$ cat config.mk
export PLATFORM = sky130hd
export DESIGN_NAME = cond_issue_ctrl
export DESIGN_NICKNAME = d
export VERILOG_FILES = /design/src/rtl/cond_issue_ctrl.sv
export SDC_FILE = /design/constraint.sdc
export NUM_CORES = 1
export LEC_CHECK = 0
export BUFFER_PORTS_ARGS = -buffer_cell sky130_fd_sc_hd__buf_2
export CAP_MARGIN = 20
export CORE_ASPECT_RATIO = 1.75
export CORE_MARGIN = 1
export CORE_UTILIZATION = 53
export CTS_CLUSTER_SIZE = 28
export DETAILED_ROUTE_END_ITERATION = 7
export GPL_TIMING_DRIVEN = 0
export PLACE_DENSITY = 0.79
export SLEW_MARGIN = 0
export SYNTH_ARGS = -nofsm -noshare
export SYNTH_HDL_FRONTEND = slang
export SYNTH_SLANG_ARGS = --single-unit
$ cat constraint.sdc
create_clock -name clk -period 3.3 [get_ports clk]
set_input_delay 0.165 -clock clk [delete_from_list [all_inputs] [get_ports clk]]
set_output_delay 0.165 -clock clk [all_outputs]
set_load 0.03 [all_outputs]
$ cat src/rtl/cond_issue_ctrl.sv
// Conditional-execution controller: owns NZCV, evaluates ARM condition codes at issue,
// scoreboards in-flight flag writers and drives a registered pass/squash decision to execute.
module cond_issue_ctrl #(
    parameter int unsigned MAX_PEND = 3,
    parameter int unsigned CNT_W    = 16
) (
    input  logic             clk,
    input  logic             rst,
    input  logic             iss_valid_i,
    input  logic [3:0]       iss_cond_i,
    input  logic             iss_sets_fl_i,
    output logic             iss_ready_o,
    input  logic             ex_stall_i,
    output logic             ex_valid_o,
    output logic             ex_pass_o,
    input  logic             wb_fl_valid_i,
    input  logic [3:0]       wb_nzcv_i,
    input  logic             flush_i,
    output logic [3:0]       nzcv_o,
    output logic [CNT_W-1:0] squash_cnt_o,
    output logic             pend_err_o
);

    localparam int unsigned PW      = $clog2(MAX_PEND + 1);
    localparam logic [3:0]  COND_AL = 4'hE;
    localparam logic [3:0]  COND_NV = 4'hF;

    // ARM condition-code evaluation against {N,Z,C,V}
    function automatic logic cond_pass(input logic [3:0] c, input logic [3:0] f);
        logic n, z, cf, v;
        logic res;
        {n, z, cf, v} = f;
        case (c)
            4'h0:    res = z;
            4'h1:    res = !z;
            4'h2:    res = cf;
            4'h3:    res = !cf;
            4'h4:    res = n;
            4'h5:    res = !n;
            4'h6:    res = v;
            4'h7:    res = !v;
            4'h8:    res = cf && !z;
            4'h9:    res = !cf || z;
            4'hA:    res = (n == v);
            4'hB:    res = (n != v);
            4'hC:    res = !z && (n == v);
            4'hD:    res = z || (n != v);
            4'hE:    res = 1'b1;
            default: res = 1'b0;
        endcase
        return res;
    endfunction

    logic [PW-1:0]    pend_q, pend_d;
    logic [3:0]       nzcv_q, nzcv_d;
    logic             ex_valid_q, ex_valid_d;
    logic             ex_pass_q, ex_pass_d;
    logic [CNT_W-1:0] squash_q, squash_d;
    logic             pend_err_q, pend_err_d;

    logic [3:0] fl_eval;
    logic       eval, flag_dep, hazard, capacity, ready, accept, inc, dec;

    // Issue decision: bypass the last outstanding writer's flags when it retires now
    always_comb begin
        fl_eval  = (wb_fl_valid_i && (pend_q == PW'(1))) ? wb_nzcv_i : nzcv_q;
        eval     = cond_pass(iss_cond_i, fl_eval);
        flag_dep = (iss_cond_i != COND_AL) && (iss_cond_i != COND_NV);
        hazard   = flag_dep && ((pend_q > PW'(1)) || ((pend_q == PW'(1)) && !wb_fl_valid_i));
        capacity = iss_sets_fl_i && (pend_q == PW'(MAX_PEND)) && !wb_fl_valid_i;
        ready    = !rst && !flush_i && !ex_stall_i && !hazard && !capacity;
        accept   = iss_valid_i && ready;
        inc      = accept && eval && iss_sets_fl_i;
        dec      = wb_fl_valid_i && (pend_q != '0);
    end

    always_comb begin
        pend_d     = pend_q;
        nzcv_d     = nzcv_q;
        ex_valid_d = ex_valid_q;
        ex_pass_d  = ex_pass_q;
        squash_d   = squash_q;
        pend_err_d = pend_err_q;

        if (wb_fl_valid_i) nzcv_d = wb_nzcv_i;
        if (wb_fl_valid_i && (pend_q == '0)) pend_err_d = 1'b1;

        if (flush_i) begin
            pend_d     = '0;
            ex_valid_d = 1'b0;
            ex_pass_d  = 1'b0;
        end else begin
            if (inc && !dec)      pend_d = pend_q + PW'(1);
            else if (dec && !inc) pend_d = pend_q - PW'(1);

            if (accept) begin
                ex_valid_d = 1'b1;
                ex_pass_d  = eval;
            end else if (!ex_stall_i) begin
                ex_valid_d = 1'b0;
                ex_pass_d  = 1'b0;
            end
        end

        if (accept && !eval && (squash_q != '1)) squash_d = squash_q + CNT_W'(1);
    end

    always_ff @(posedge clk) begin
        if (rst) begin
            pend_q     <= '0;
            nzcv_q     <= '0;
            ex_valid_q <= 1'b0;
            ex_pass_q  <= 1'b0;
            squash_q   <= '0;
            pend_err_q <= 1'b0;
        end else begin
            pend_q     <= pend_d;
            nzcv_q     <= nzcv_d;
            ex_valid_q <= ex_valid_d;
            ex_pass_q  <= ex_pass_d;
            squash_q   <= squash_d;
            pend_err_q <= pend_err_d;
        end
    end

    assign iss_ready_o  = ready;
    assign ex_valid_o   = ex_valid_q;
    assign ex_pass_o    = ex_pass_q;
    assign nzcv_o       = nzcv_q;
    assign squash_cnt_o = squash_q;
    assign pend_err_o   = pend_err_q;

endmodule

==> flow_metrics.py <==
metrics = {
    "clock_tree": {
        "cts.hold.buffers_added": 0,
        "cts_max_level": 1,
        "cts-resized-gates": 0,
        "post_cts_buffers": 0,
        "clkLatencyLatePin_ns": 0.28,
        "cts_buffers": 3,
        "cts_tree": "done",
        "max-clock-path-buffers": 2,
        "clk_pin_slew_ns": 0.09,
        "cts.sinks": 25,
        "cts-root-buf": "clkbuf_8",
    },
    "global_route": {
        "track_usage_pct": 24.9,
        "grt_max_degree": 15,
        "grt_pass1_wl_mm": 6.20,
        "grt_pass1_vias": 1423,
        "antenna_found_initial": 0,
        "grt-ovfl-total": 0,
    },
    "sta": {
        "setup_violations": 0,
        "drv_slew": 0,
        "hold-worst-slack_ns": 0.115,
        "fmax_ghz": 0.331,
        "tightest_slew_ns": 0.464,
        "finalSetupTns_ns": 0,
        "period_minus_slack_ns": 3.02,
        "clock_skew_ns": 0.00922,
        "rsz0062_at_grt": "false",
        "min_period_over_period_pct": 91.6,
        "maxSlewHeadroom_pct": 69.1,
        "hold_violations": 0,
    },
    "status": {
        "outcome": "complete, but fails checks",
        "violations": "design-rule violations",
    },
    "synth": {
        "syn-num-nets": 203,
        "ys.warnings.count": 0,
        "synth_edf_count": 0,
        "synth-seq-cells": 25,
        "synth_top_cell_area_share_pct": 30.8,
        "ys_async_sr_fraction_pct": 0,
        "netlist_area_um2": 1630,
        "syn_avg_cell_area_um2": 8.89,
        "yosysMostFrequentCell": "dfxtp_1",
        "ys_types": 48,
        "synth_area_leaders": "dfxtp_1, mux2i_1, a21oi_1",
        "synth_cells": 183,
        "synth_commonest_cells": "dfxtp_1, a21oi_1, nor2_1",
        "synth_seq_area_share_pct": 30.8,
        "yosysTopAreaCell": "dfxtp_1",
        "ys.flop_type": "dfxtp_1",
    },
    "routing": {
        "vias": 1512,
        "drt.antenna.violating_nets": 0,
        "first_iter_violations": 20,
        "viasPerCell": 6.02,
        "wl_per_cell_um": 14.8,
        "dr.pass1.iters": 6,
        "drt-total-wl_mm": 3.72,
        "remaining_drc_errors": 2,
    },
    "critical_path": {
        "cp_cell_sequence": "ha_1, and2_1, buf_6, mux4_2, o311a_4, a31o_2, nor2_1, ha_1, xor2_1, nor2_1, a21oi_1, nor3_1",
        "cp_max_fo": 7,
        "setup.worst_path.end_class": "flip-flop",
        "cp-start-kind": "flip-flop",
        "rrSetupSlack_ns": 0.28,
        "arrival_ns": 3.18,
        "cp_slowest_cell": "mux4_2",
        "slowest_delay_ns": 0.53,
        "worst-setup-path-type": "flip-flop to flip-flop",
        "cp.required_ns": 3.46,
    },
    "finish": {
        "drive_gt1_share_pct": 30.0,
        "antenna_cells": 0,
        "areaGrowthSynthToFinish_pct": 16.1,
        "fin_nets": 244,
        "fill_cells": 262,
    },
    "die": {
        "dieArea_um2": 3300,
        "core_region_area_um2": 2930,
        "die_x_um": 43.9,
        "start_util_pct": 55.6,
        "io_pins": 39,
        "std_cell_rows": 26,
        "die_h_um": 75.3,
    },
    "hold_path": {
        "min_path_type": "input pin to flip-flop",
    },
    "placement": {
        "hpwlAfterDp_mm": 2.85,
        "gp_congestion": 0.848,
        "io_buffers": 36,
    },
    "power_and_ir_drop": {
        "p_leak_nw": 0.823,
        "ir_drop_mv": 0.278,
        "p_per_area_nw_per_um2": 312,
    },
    "run": {
        "maxCapViolations": 0,
    },
}
-- where the power goes --
group	internal [mW]	switching [mW]	leakage, nW
Clock	0.0848	0.101	0.0255
Sequential	0.306	0.00535	0.203
Combinational	0.0405	0.0519	0.595
-- layout by cell type (no fill, tap or decap), types with 2 or more instances in the layout --
cell type / n
xnor2_1: 2
and2_1: 2
ha_1: 5
nand2b_1: 2
dfxtp_1: 25
or2b_2: 2
a21oi_2: 2
buf_6: 3
nor2_1: 13
inv_1: 7
nand2_1: 10
and3_1: 5
nand4_1: 6
o21ai_0: 12
xor2_1: 4
a21oi_1: 13
a211oi_1: 3
mux2i_1: 11
nand3_1: 5
and3_2: 3
nor3_1: 4
buf_2: 36
nand3b_1: 2
nor2b_1: 4
clkbuf_8: 7
or3_1: 10
nor3b_1: 2
-- stage by stage --
| step | power (mW) | setup WS (ns) | std cells | area, um2 | utilization [%] |
|---|---|---|---|---|---|
| floorplan | 0.382 | 0.597 | 183 | 1630 | - |
| global route | 0.609 | 0.0946 | 251 | 1890 | 64.5 |
| detailed placement | 0.410 | 0.308 | 247 | 1840 | 62.9 |
| CTS | 0.593 | 0.280 | 251 | 1890 | 64.5 |
| finish | 0.590 | 0.278 | 251 | 1890 | 64.5 |
| global placement | 0.409 | 0.366 | 247 | 1840 | 62.9 |
-- critical path: cells and delay by family, from the launching register on --
kind	cells	cell delay, ns
flip-flops	1	0.41
adder cells (fa/ha/maj)	2	0.52
AO/OA/AOI/OAI	3	0.77
buffers and inverters	1	0.12
multiplexers	1	0.53
XOR/XNOR	1	0.15
AND/OR/NAND/NOR	4	0.38
-- per-layer routing --
metal	vias up	routed length [um]	track usage, %
met3	7	104	2.64
li1	754	-	-
met5	-	0	0
met2	29	2040	46.6
met4	0	87	12.5
met1	722	1490	26.9
-- cells by family after synthesis --
kind of cell             after synthesis  share of synthesized area (%)
adder cells (fa/ha/maj)                5                           3.85
AO/OA/AOI/OAI                         43                           18.9
AND/OR/NAND/NOR                       76                           27.1
multiplexers                          13                           8.85
flip-flops                            25                           30.8
XOR/XNOR                               6                           3.23
buffers and inverters                 15                           7.31
-- flip-flops by register name, summed over array words and instances (netlist names) --
register      cells
ex_pass_o         1
ex_valid_o        1
nzcv_o            4
pend_err_o        1
pend_q            2
squash_cnt_o     16
-- final timing paths --
check,from,to,depth (start not counted)
setup reg to reg,pend_q[0],pend_q[1],12
hold reg to reg,ex_valid_o,ex_valid_o,2
hold / removal,rst,ex_valid_o,2
setup / recovery,pend_q[0],pend_q[1],12
-- cell type report --
class	count	area [um2]	share of cell area (%)
repair buffers	36	180	9.54
multi-input cells	143	1010	53.3
well taps	28	35.0	1.86
flip-flops and latches	25	500	26.5
clock inverters	1	5.00	0.265
plain buffers	8	92.6	4.90
clock buffers	3	41.3	2.19
inverters	7	26.3	1.39
No activity file was read; power rests on OpenSTA's default activity.
